<file path="src/rtl/mct_pkg.sv">
// Shared types and sizing helpers for the memory-channel burst issuer.
package mct_pkg;

    // Transfer sequencing: accept, issue bursts, wait for completions, report.
    typedef enum logic [1:0] {
        S_IDLE  = 2'd0,
        S_ISSUE = 2'd1,
        S_DRAIN = 2'd2,
        S_DONE  = 2'd3
    } state_t;

    // Default geometry of the memory master this block normally feeds.
    localparam int C_DEF_ADDR_WIDTH      = 64;
    localparam int C_DEF_LEN_WIDTH       = 32;
    localparam int C_DEF_BYTES_PER_BEAT  = 64;
    localparam int C_DEF_BURST_LEN       = 64;
    localparam int C_DEF_MAX_OUTSTANDING = 16;

    // Byte distance between consecutive burst start addresses.
    function automatic int stride_bytes(input int burst_len, input int bytes_per_beat);
        return burst_len * bytes_per_beat;
    endfunction

    // Width that holds 0..max_outstanding inclusive.
    function automatic int cnt_width(input int max_outstanding);
        return $clog2(max_outstanding) + 1;
    endfunction

endpackage

</file>
<file path="src/rtl/mct_burst_issuer_counter.sv">
// Saturating up/down counter with parallel load and a zero flag.
module mct_burst_issuer_counter #(
    parameter int C_WIDTH = 5
) (
    input  logic               clk,
    input  logic               rst,
    input  logic               i_load,
    input  logic [C_WIDTH-1:0] i_load_val,
    input  logic               i_incr,
    input  logic               i_decr,
    output logic [C_WIDTH-1:0] o_count,
    output logic               o_is_zero
);

    logic [C_WIDTH-1:0] r_count;

    // Count register: simultaneous up and down cancel; both ends saturate instead of wrapping.
    always_ff @(posedge clk) begin
        // NOTE: state registers take non-blocking assignments so every flop samples the pre-edge values.
        if (rst) begin
            r_count <= '0;
        end else if (i_load) begin
            r_count <= i_load_val;
        end else if (i_incr && !i_decr) begin
            if (r_count != '1) begin
                r_count <= r_count + C_WIDTH'(1);
            end
        end else if (i_decr && !i_incr) begin
            if (r_count != '0) begin
                r_count <= r_count - C_WIDTH'(1);
            end
        end
    end

    assign o_count   = r_count;
    assign o_is_zero = (r_count == '0);

endmodule

</file>
<file path="src/rtl/mct_burst_issuer.sv">
// Splits one programmed transfer into fixed-size burst requests, bounds the
// number of bursts in flight and reports completion once all have retired.
module mct_burst_issuer
    import mct_pkg::*;
#(
    parameter int C_ADDR_WIDTH      = C_DEF_ADDR_WIDTH,
    parameter int C_LEN_WIDTH       = C_DEF_LEN_WIDTH,
    parameter int C_BYTES_PER_BEAT  = C_DEF_BYTES_PER_BEAT,
    parameter int C_BURST_LEN       = C_DEF_BURST_LEN,
    parameter int C_MAX_OUTSTANDING = C_DEF_MAX_OUTSTANDING
) (
    input  logic                                     clk,
    input  logic                                     rst,
    input  logic                                     ctrl_start,
    input  logic [C_ADDR_WIDTH-1:0]                  ctrl_addr,
    input  logic [C_LEN_WIDTH-1:0]                   ctrl_len,
    output logic                                     ctrl_busy,
    output logic                                     ctrl_done,
    output logic                                     req_valid,
    input  logic                                     req_ready,
    output logic [C_ADDR_WIDTH-1:0]                  req_addr,
    output logic [7:0]                               req_len,
    input  logic                                     cpl_valid,
    output logic [cnt_width(C_MAX_OUTSTANDING)-1:0]  outstanding
);

    localparam int                      LP_CNT_W     = cnt_width(C_MAX_OUTSTANDING);
    localparam logic [C_LEN_WIDTH-1:0]  LP_BURST     = C_LEN_WIDTH'(C_BURST_LEN);
    localparam logic [C_ADDR_WIDTH-1:0] LP_STRIDE    = C_ADDR_WIDTH'(stride_bytes(C_BURST_LEN, C_BYTES_PER_BEAT));
    localparam logic [LP_CNT_W-1:0]     LP_MAX_OUT   = LP_CNT_W'(C_MAX_OUTSTANDING);
    localparam logic [LP_CNT_W-1:0]     LP_ONE       = LP_CNT_W'(1);

    state_t                  r_state;
    state_t                  w_state_nxt;
    logic [C_ADDR_WIDTH-1:0] r_addr;
    logic [C_LEN_WIDTH-1:0]  r_remaining;
    logic                    r_done;

    logic [C_LEN_WIDTH-1:0]  w_beats;
    logic                    w_req_valid;
    logic                    w_handshake;
    logic                    w_last_burst;
    logic                    w_drain_exit;
    logic [LP_CNT_W-1:0]     w_count;
    logic                    w_is_zero;

    // Beats in the burst currently offered: a full burst, or whatever is left.
    assign w_beats = (r_remaining >= LP_BURST) ? LP_BURST : r_remaining;

    // Gating reads the registered count, so a completion at the limit frees
    // a slot one cycle later. Nothing in the valid term can fall without a
    // handshake, which keeps the request stable while it waits for ready.
    assign w_req_valid  = (r_state == S_ISSUE) && (r_remaining != '0) && (w_count < LP_MAX_OUT);
    assign w_handshake  = w_req_valid && req_ready;
    assign w_last_burst = (r_remaining == w_beats);

    // Leave DRAIN as soon as the count will be zero after this edge.
    assign w_drain_exit = w_is_zero || ((w_count == LP_ONE) && cpl_valid);

    mct_burst_issuer_counter #(
        .C_WIDTH    (LP_CNT_W)
    ) u_outstanding (
        .clk        (clk),
        .rst        (rst),
        .i_load     (1'b0),
        .i_load_val ('0),
        .i_incr     (w_handshake),
        .i_decr     (cpl_valid),
        .o_count    (w_count),
        .o_is_zero  (w_is_zero)
    );

    // FSM state register.
    always_ff @(posedge clk) begin
        if (rst) begin
            r_state <= S_IDLE;
        end else begin
            r_state <= w_state_nxt;
        end
    end

    // Next-state decode and the state-derived busy flag.
    always_comb begin
        // NOTE: every output of this block gets a default first, so no path leaves one unassigned and no latch is inferred.
        w_state_nxt = r_state;
        ctrl_busy   = 1'b0;
        unique case (r_state)
            S_IDLE: begin
                if (ctrl_start) begin
                    w_state_nxt = (ctrl_len == '0) ? S_DONE : S_ISSUE;
                end
            end
            S_ISSUE: begin
                ctrl_busy = 1'b1;
                if (w_handshake && w_last_burst) begin
                    w_state_nxt = S_DRAIN;
                end
            end
            S_DRAIN: begin
                ctrl_busy = 1'b1;
                if (w_drain_exit) begin
                    w_state_nxt = S_DONE;
                end
            end
            S_DONE: begin
                w_state_nxt = S_IDLE;
            end
            default: begin
                w_state_nxt = S_IDLE;
            end
        endcase
    end

    // Transfer address/length tracking and the registered done pulse.
    always_ff @(posedge clk) begin
        // NOTE: every register here is reset, so all outputs read zero the cycle after rst.
        if (rst) begin
            r_addr      <= '0;
            r_remaining <= '0;
            r_done      <= 1'b0;
        end else begin
            // The pulse leaves a flop one cycle after the FSM passes through DONE.
            r_done <= (r_state == S_DONE);
            if ((r_state == S_IDLE) && ctrl_start) begin
                r_addr      <= ctrl_addr;
                r_remaining <= ctrl_len;
            end else if (w_handshake) begin
                r_addr      <= r_addr + LP_STRIDE;
                r_remaining <= r_remaining - w_beats;
            end
        end
    end

    assign req_valid   = w_req_valid;
    assign req_addr    = r_addr;
    // Report 0 rather than all-ones when nothing is left, so an idle block reads zero.
    assign req_len     = (w_beats == '0) ? 8'd0 : 8'(w_beats - LP_ONE_LEN());
    assign ctrl_done   = r_done;
    assign outstanding = w_count;

    function automatic logic [C_LEN_WIDTH-1:0] LP_ONE_LEN();
        return C_LEN_WIDTH'(1);
    endfunction

    // A completion with nothing in flight means the memory side lost track of its bursts.
    a_no_cpl_underflow: assert property (@(posedge clk) disable iff (rst) !(cpl_valid && w_is_zero));

endmodule

</file>
<file path="config.mk">
export PLATFORM = sky130hd
export DESIGN_NAME = mct_burst_issuer
export DESIGN_NICKNAME = d
export VERILOG_FILES = /design/src/rtl/mct_pkg.sv /design/src/rtl/mct_burst_issuer_counter.sv /design/src/rtl/mct_burst_issuer.sv
export SDC_FILE = /design/constraint.sdc
export NUM_CORES = 1
export LEC_CHECK = 0
export ABC_AREA = 1
export BUFFER_PORTS_ARGS = -buffer_cell sky130_fd_sc_hd__buf_4
export CAP_MARGIN = 20
export CELL_PAD_IN_SITES_DETAIL_PLACEMENT = 0
export CELL_PAD_IN_SITES_GLOBAL_PLACEMENT = 1
export CORE_MARGIN = 2
export CORE_UTILIZATION = 41
export CTS_BUF_LIST = sky130_fd_sc_hd__clkbuf_8
export CTS_CLUSTER_SIZE = 14
export DETAILED_ROUTE_END_ITERATION = 8
export PLACE_DENSITY_LB_ADDON = 0.1
export SLEW_MARGIN = 40
export SYNTH_ARGS = -nofsm -noshare
export SYNTH_HDL_FRONTEND = slang
export SYNTH_SLANG_ARGS = --single-unit
</file>
<file path="constraint.sdc">
create_clock -name clk -period 4.15 [get_ports clk]
set_input_delay 0.415 -clock clk [delete_from_list [all_inputs] [get_ports clk]]
set_output_delay 0.415 -clock clk [all_outputs]
set_load 0.01 [all_outputs]
</file>
==> metrics.md, run 1 <==
| Metric | Value |
|---|---|
| Status | finished, final reports clean |
| Post-route ant nets | 0 |
| Reg-to-reg startpoint | r_remaining[11] |
| ANT cells | 0 |
| Comb pwr share | 54.4% |
| GRT Util Overall | 27.9% |
| Cells after Synth | 1172 |
| Final setup TNS | 0 ps |
| Port Buffer Count | 180 |
| Share of layout cells above drive strength 1 | 17.3% |
| Max cap viols | 0 |
| Ys Warns | 0 |
| Seq cells post-synth | 104 |
| Ys async rst share | 0% |
| Largest area contributor in the netlist | dfxtp_1 |
| First-pass GRT wire length | 40.7 mm |
| Final period util | 73.8% |
| Final min period | 3060 ps |
| Max H-tree Level | 3 |
| Startpoint Class | register |
| Row Count | 48 |
| Cts repair resizes | 0 |
| Cell area after layout | 8920 um2 |
| Num Clock Sinks | 104 |
| Worst R2R Setup Slack | 1400 ps |
| Final Non-Filler Cells | 1552 |
| Die X | 137 um |
| Vias/cell | 5.29 |
| Slew HR | 48.8% |
| Mean post-synth cell area | 6.18 um2 |
| Clock Path Buffers | 2 |
| Placed Area | 8720 um2 |
| Drt first-iter violations | 607 |
| Most frequent cells in the layout | 266 x nand2_1, 196 x nor2_1, 184 x buf_4 |
| Clk_skew | 13.6 ps |
| Worst setup path class | register to primary output |
| Largest net degree at the start of global routing | 68 |
| DR vias | 8216 |
| Finish-stage setup viols | 0 |
| Global route overflow | 0 |
| WL/cell | 16.9 um |
| Worst Setup SP | r_remaining[11] |
| Post-synth EDFFs | 0 |
| Worst-margin pin slew | 767 ps |
| Library cells used by synthesis | 46 |
| Final Hold Vio Count | 0 |
| Synth area leaders | dfxtp_1 29%, nand2_1 14%, nor2_1 10%, inv_1 6.1%, nand3_1 5.7% |
| Worst skew pair latency | 390 ps |
| Static Leak | 0.00377 uW |
| Commonest non-fill, non-tap cell in the layout | nand2_1 |
| IO Pins | 181 |
| Initial antenna violation count | 0 |
| CTS tree | done |
| Die Footprint | 18800 um2 |
| Fin. max-slew vios | 0 |
| Final Power | 5160 uW |
| Clock-pin slew on the worst setup and hold paths | 100 ps |
| Main synth FF type | dfxtp_1 |
| Syn_nets | 1286 |
| Cell Int Power | 2640 uW |
| Fmax | 0.327 GHz |
| Sw frac | 48.8% |
| Sequential share of power | 31.9% |
| Vias in the first global route | 7452 |
| Die H | 137 um |
| Post-Place Setup Slack | 1420 ps |
| Setup Buffers After CTS | 0 |
| NetSw | 2520 uW |
| CP Capture Type | primary output |
| Worst hold start | ctrl_addr[10] |
| Hold Crit Class | input pin to register |
| Pwr Density | 579 nW/um2 |
| Top cell type's share of synthesized area | 28.7% |
| Req. time, crit path | 3730 ps |
| Mapped Area | 7250 um2 |
| Clock root buffer master | clkbuf_8 |
| DRC viols | 0 |
| Synth-to-Final Area Change | 23.1% |
| Placed Cells | 1537 |
| Critical path fanouts, max | 14 |
| 1st-pass router iterations | 5 |
| TritonCTS buffer count | 9 |
| Clock Power Share | 13.7% |
| Placed wire-length estimate | 19.9 mm |
| Gp weighted congestion | 1.02 |
| RSZ-0062 raised after global routing | no |
| Peak supply drop | 349 uV |
| Post-CTS Hold Buffers | 0 |
| Initial Util | 41.9% |
| Core Area | 17300 um2 |
| Sequential fraction of the synthesis area | 28.7% |
| PnR worst setup slack | 1090 ps |
| WP data arrival | 2650 ps |
| Routed WL | 26.2 mm |
| Nets | 1437 |
-- cells by family after synthesis --
kind of cell | Yosys count | synth area share, %
other cells | 1 | 0.0517
flops | 104 | 28.7
xor+xnor | 54 | 6.53
compound gates | 193 | 15.4
fa+ha+maj | 13 | 2.24
buf+inv | 169 | 9.48
simple gates | 638 | 37.6
-- power groups by stage --
stage | Clock [uW] | Sequential [uW] | Combinational [uW]
2_1_floorplan | 0 | 1630 | 1860
3_3_place_gp | 0 | 1660 | 2790
3_5_place_dp | 0 | 1660 | 2810
4_1_cts | 718 | 1640 | 2820
5_1_grt | 750 | 1690 | 3150
6_report | 706 | 1650 | 2810
-- through the flow --
step	utilization, %	hold slack, ps
floorplan	-	472
global placement	50.4	464
detailed placement	50.4	474
CTS	51.6	264
global route	51.6	282
finish	51.6	271
-- worst paths after layout --
check	endpoint	depth (start not counted)
hold reg to reg	req_addr[8]	2
setup reg to reg	req_addr[37]	14
hold / removal	req_addr[10]	3
setup / recovery	req_len[5]	13
-- per-layer routing --
| metal | share of wire, % | vias to the layer above | track usage (%) |
|---|---|---|---|
| met3 | 7.5 | 22 | 4.89 |
| met4 | 1.4 | 0 | 6.70 |
| met1 | 49 | 3758 | 42.1 |
| met5 | 0 | - | 0 |
| li1 | - | 4149 | - |
| met2 | 42 | 287 | 40.9 |
-- registers in the layout, indices dropped and copies added (netlist names) --
name and count:
ctrl_done 1, r_remaining 32, r_state 2, req_addr 64
u_outstanding.o_count 5
-- cell type report --
| cell class | count | area, um2 |
|---|---|---|
| Clock buffer | 9 | 124 |
| Clock inverter | 6 | 77.6 |
| Fill cell | 1893 | 8370 |
| Inverter | 124 | 472 |
| Multi-Input combinational cell | 899 | 4490 |
| Sequential cell | 104 | 2080 |
| Tap cell | 225 | 282 |
| Timing Repair Buffer | 185 | 1400 |
-- critical path, cell delays in order (launching register included) --
cell and delay, ps:
dfxtp_1 350, nor2_1 160, nand2_1 200, nor2_2 200
nand2_2 80, nor2_4 310, nand2_1 130, ha_1 240
nand2_1 130, inv_1 70, nand3_1 140, nand2_1 80
inv_1 60, buf_4 110
-- synthesized netlist by cell type, drive strengths merged (2+ instances only) --
| library cell | instances |
|---|---|
| a21oi | 64 |
| nor2 | 203 |
| inv | 122 |
| o211ai | 14 |
| o221ai | 2 |
| or2 | 3 |
| a211oi | 8 |
| o31ai | 2 |
| xnor2 | 18 |
| nor3b | 2 |
| buf | 17 |
| nor3 | 28 |
| xor2 | 36 |
| o22ai | 2 |
| a31oi | 14 |
| dfxtp | 104 |
| nand4 | 31 |
| clkinv | 2 |
| nor4 | 13 |
| nand2 | 272 |
| clkbuf | 28 |
| o21ai | 80 |
| nand3b | 2 |
| ha | 13 |
| nand3 | 83 |
Note: power is estimated with default switching activity, not from simulation.
==> inputs of run 2 (changes only) <==
Settings changed: ABC_AREA 1 to 0, CORE_UTILIZATION 41 to 35.
Clock period 4.15 ns to 2.58 ns, I/O delays scaled along.
==> run 2 against run 1 <==
  * Area after synthesis fell by 16%
  * Sequential power grew 42%
  * Largest cell class unchanged
  * Core utilization decreased by 1.9 points
  * Final cell count fell by 23%
  * Critical path type is now register to register
  * Largest power group unchanged
  * Critical path depth shrank 1
  * Count of clock-buffer cells in the layout rose by 1
  * Clock skew is 3.0 ps lower
==> metrics.md, run 2 <==
| Metric | Value |
|---|---|
| Placed Area | 8030 um2 (was 8720 um2) |
| DRC viols | 0 (unchanged) |
| Status | finished, final reports clean (unchanged) |
| Largest net degree at the start of global routing | 80 (was 68) |
| Post-synthesis compound-gate area fraction | 16.9% (was 15.4%) |
| Die Footprint | 18400 um2 (was 18800 um2) |
| Fmax | 0.399 GHz |
| Slew HR | 61.9% (was 48.8%) |
| CP max stage delay | 350 ps (about the same) |
| Nets | 1086 (was 1437) |
| Top cell type's share of synthesized area | 34.3% (was 28.7%) |
| Core Area | 17100 um2 (was 17300 um2) |
| Main synth FF type | dfxtp_1 (unchanged) |
| Pwr Density | 730 nW/um2 (was 579 nW/um2) |
| Num Clock Sinks | 104 (unchanged) |
| Post-synth EDFFs | 0 (unchanged) |
| Clock root buffer master | clkbuf_8 (unchanged) |
| Clock Path Buffers | 2 (unchanged) |
| Worst setup path class | register to register (was register to primary output) |
| Die H | 136 um (was 137 um) |
| Global route overflow | 0 (unchanged) |
| Initial antenna violation count | 0 (unchanged) |
| Placed Cells | 1176 (was 1537) |
| Hold Crit Endpoint | r_remaining[4] (was req_addr[10]) |
| Vias/cell | 5.48 (was 5.29) |
| TritonCTS buffer count | 9 (unchanged) |
| 1st-pass router iterations | 5 (unchanged) |
| Post-CTS Hold Buffers | 0 (unchanged) |
| Max H-tree Level | 3 (unchanged) |
| Post-route ant nets | 0 (unchanged) |
| Final period util | 97.3% |
| Drt first-iter violations | 401 (was 607) |
| DR vias | 6589 (was 8216) |
| Largest area contributor in the netlist | dfxtp_1 (unchanged) |
| Req. time, crit path | 2880 ps (was 3730 ps) |
| Delay-heaviest family, CP | simple AND/OR/NAND/NOR gates (unchanged) |
| Worst skew pair latency | 390 ps (about the same) |
| Synth Area in Simple Gates | 32.9% (was 37.6%) |
| CTS tree | done (unchanged) |
| Commonest cells in the netlist | 106 x nor2_1, 104 x dfxtp_1, 75 x nand2_1 (was 267 x nand2_1, 196 x nor2_1, 118 x inv_1) |
| Ys async rst share | 0% (unchanged) |
| Most frequent cells in the layout | 242 x buf_4, 105 x nor2_1, 86 x dfxtp_1 (was 266 x nand2_1, 196 x nor2_1, 184 x buf_4) |
| GRT Util Overall | 21.6% (was 27.9%) |
| Die X | 136 um (was 137 um) |
| IO Pins | 181 (unchanged) |
| Worst R2R Setup Slack | 70 ps (was 1400 ps) |
| Worst Reg-to-Reg Cells | 12 (was 14) |
| Syn_nets | 872 (was 1286) |
| Final Hold Vio Count | 0 (unchanged) |
| WL/cell | 17.1 um (was 16.9 um) |
| Cells after Synth | 758 (was 1172) |
| WP data arrival | 2810 ps (was 2650 ps) |
| Worst hold start | ctrl_len[4] (was ctrl_addr[10]) |
| Final min period | 2510 ps |
| Initial Util | 35.5% (was 41.9%) |
| Final Non-Filler Cells | 1202 (was 1552) |
| Mux contribution to synthesized area | 1.17% (was 0%) |
| Gp weighted congestion | 0.903 (was 1.02) |
| Clock-pin slew on the worst setup and hold paths | 110 ps (was 100 ps) |
| Worst-margin pin slew | 571 ps (was 767 ps) |
| CP Capture Type | register (was primary output) |
| Max cap viols | 0 (unchanged) |
| Vias in the first global route | 6312 (was 7452) |
| Mapped Area | 6070 um2 (was 7250 um2) |
| Synth area leaders | dfxtp_1 34%, a211oi_1 7.4%, nor2_1 6.5%, xnor2_1 6.1%, nand2_1 4.6% (was dfxtp_1 29%, nand2_1 14%, nor2_1 10%, inv_1 6.1%, nand3_1 5.7%) |
| Routed WL | 20.6 mm (was 26.2 mm) |
| CP cell instances | nor4_4 -> and4b_1 -> nand3_2 -> nand2_2 -> ha_2 -> nand4bb_4 -> o31ai_4 -> a31oi_2 -> buf_6 -> nor3_2 -> xnor2_1 -> a211oi_1 (was nor2_1 -> nand2_1 -> nor2_2 -> nand2_2 -> nor2_4 -> nand2_1 -> ha_1 -> nand2_1 -> inv_1 -> nand3_1 -> nand2_1 -> inv_1 -> buf_4) |
| Critical R2R Capture | r_remaining[18] (was req_addr[37]) |
| Final Power | 6200 uW (was 5160 uW) |
| Hold Crit Class | input pin to register (unchanged) |
| Clk_skew | 10.6 ps (was 13.6 ps) |
| RSZ-0062 raised after global routing | yes (was no) |
| Startpoint Class | register (unchanged) |
| Port Buffer Count | 180 (unchanged) |
| Max reg flops | 64 (unchanged) |
| Adder-Cell Fraction of Synth Area | 2.68% (was 2.24%) |
| Mean post-synth cell area | 8.01 um2 (was 6.18 um2) |
| Placed wire-length estimate | 15.0 mm (was 19.9 mm) |
| Final setup TNS | 0 ps (unchanged) |
| Critical path fanouts, max | 8 (was 14) |
| PnR worst setup slack | 70.9 ps (was 1090 ps) |
| Peak supply drop | 327 uV (was 349 uV) |
| Hold Path Cell Cnt | 3 (unchanged) |
| Post-Place Setup Slack | -15.5 ps (was 1420 ps) |
| Finish-stage setup viols | 0 (unchanged) |
| Slowest CP cell | dfxtp_2 (was dfxtp_1) |
| Reg-to-reg startpoint | r_remaining[15] (was r_remaining[11]) |
| Row Count | 48 (unchanged) |
| Library cells used by synthesis | 65 (was 46) |
| Post-Synth XOR/XNOR Area | 8.65% (was 6.53%) |
| Largest family of logic cells by synthesized area | simple AND/OR/NAND/NOR gates (unchanged) |
| Cell area after layout | 8500 um2 (was 8920 um2) |
| Synth-to-Final Area Change | 40.0% (was 23.1%) |
| Sequential fraction of the synthesis area | 34.3% (was 28.7%) |
| Fin. max-slew vios | 0 (unchanged) |
| Worst path bufs/invs | 1 (was 3) |
| Seq cells post-synth | 104 (unchanged) |
| Commonest non-fill, non-tap cell in the layout | buf_4 (was nand2_1) |
| Count leader, synth | nor2_1 (was nand2_1) |
| First-pass GRT wire length | 31.9 mm (was 40.7 mm) |
| Static Leak | 0.00329 uW (was 0.00377 uW) |
| Share of layout cells above drive strength 1 | 33.3% (was 17.3%) |
| ANT cells | 0 (unchanged) |
| Ys Warns | 0 (unchanged) |
run 2: changes by cell type after synthesis, moves of 24 or more:
cell and delta:
nor2_1 -90, nand3_1 -50, o21ai_0 -63, a211oi_1 +60
xnor2_1 +24, nand2_1 -192, inv_1 -109, a21oi_1 -35
run 2: cell families (layout without fill, tap and decap cells):
kind of cell,Yosys count,after routing
adder cells (fa/ha/maj),13,13
multiplexers,7,7
XOR/XNOR,60,60
AND/OR/NAND/NOR,375,375
buffers and inverters,53,272
other,1,1
AO/OA/AOI/OAI,145,145
flip-flops,104,104
run 2: report_power, final:
part	switching [uW]	internal, uW
logic	1450	1330
clock network	605	471
registers	414	1940
run 2: how the worst max path moves through the flow:
stage / start / to / slack (ps) / depth (start not counted)
final: r_remaining[15] / r_remaining[18] / 70 / 12
after detailed placement: r_remaining[16] / r_remaining[16] / -20 / 12
after global placement: r_remaining[16] / r_remaining[26] / 90 / 11
after CTS: r_remaining[10] / r_remaining[12] / -1 / 12
after floorplan: r_remaining[20] / req_len[3] / 40 / 8
after global routing: r_remaining[15] / r_remaining[20] / -60 / 12
run 2: stage by stage:
step                      hold WS, ps  utilization [%]
after floorplan                   366                -
after global placement            442             46.9
after detailed placement          447             46.9
after CTS                        74.4             48.4
after global routing             88.6             49.7
final                            90.2             49.7
run 2: worst register-to-register path, stage by stage (launching register included):
cell and delay [ps]:
dfxtp_2 350, nor4_4 310, and4b_1 310, nand3_2 110, nand2_2 90, ha_2 190, nand4bb_4 180, o31ai_4 100
a31oi_2 170, buf_6 180, nor3_2 70, xnor2_1 120, a211oi_1 240
run 2: cell type report:
| class | count | area [um2] |
|---|---|---|
| clock buffer | 10 | 138 |
| clock inverter | 6 | 61.3 |
| fill | 1684 | 8610 |
| inverter | 9 | 33.8 |
| multi-input combinational | 601 | 3990 |
| sequential | 104 | 2110 |
| tap | 225 | 282 |
| timing repair buffer | 247 | 1890 |
run 2: timing repair:
| action | 4_1_cts | 5_1_grt |
|---|---|---|
| endpoints found under the setup margin | 17 | 23 |
| pin swaps | 3 | 16 |
| buffers inserted | 3 | 7 |
| gates resized for setup | 9 | 47 |
run 2: per-layer routing:
layer  vias to the layer above  track usage [%]  share of wire [%]
met5                         -                0                  0
met4                         0             8.10                2.1
met3                        32             3.59                5.8
met2                       219             36.6                 49
met1                      3116             27.5                 43
li1                       3222                -                  -
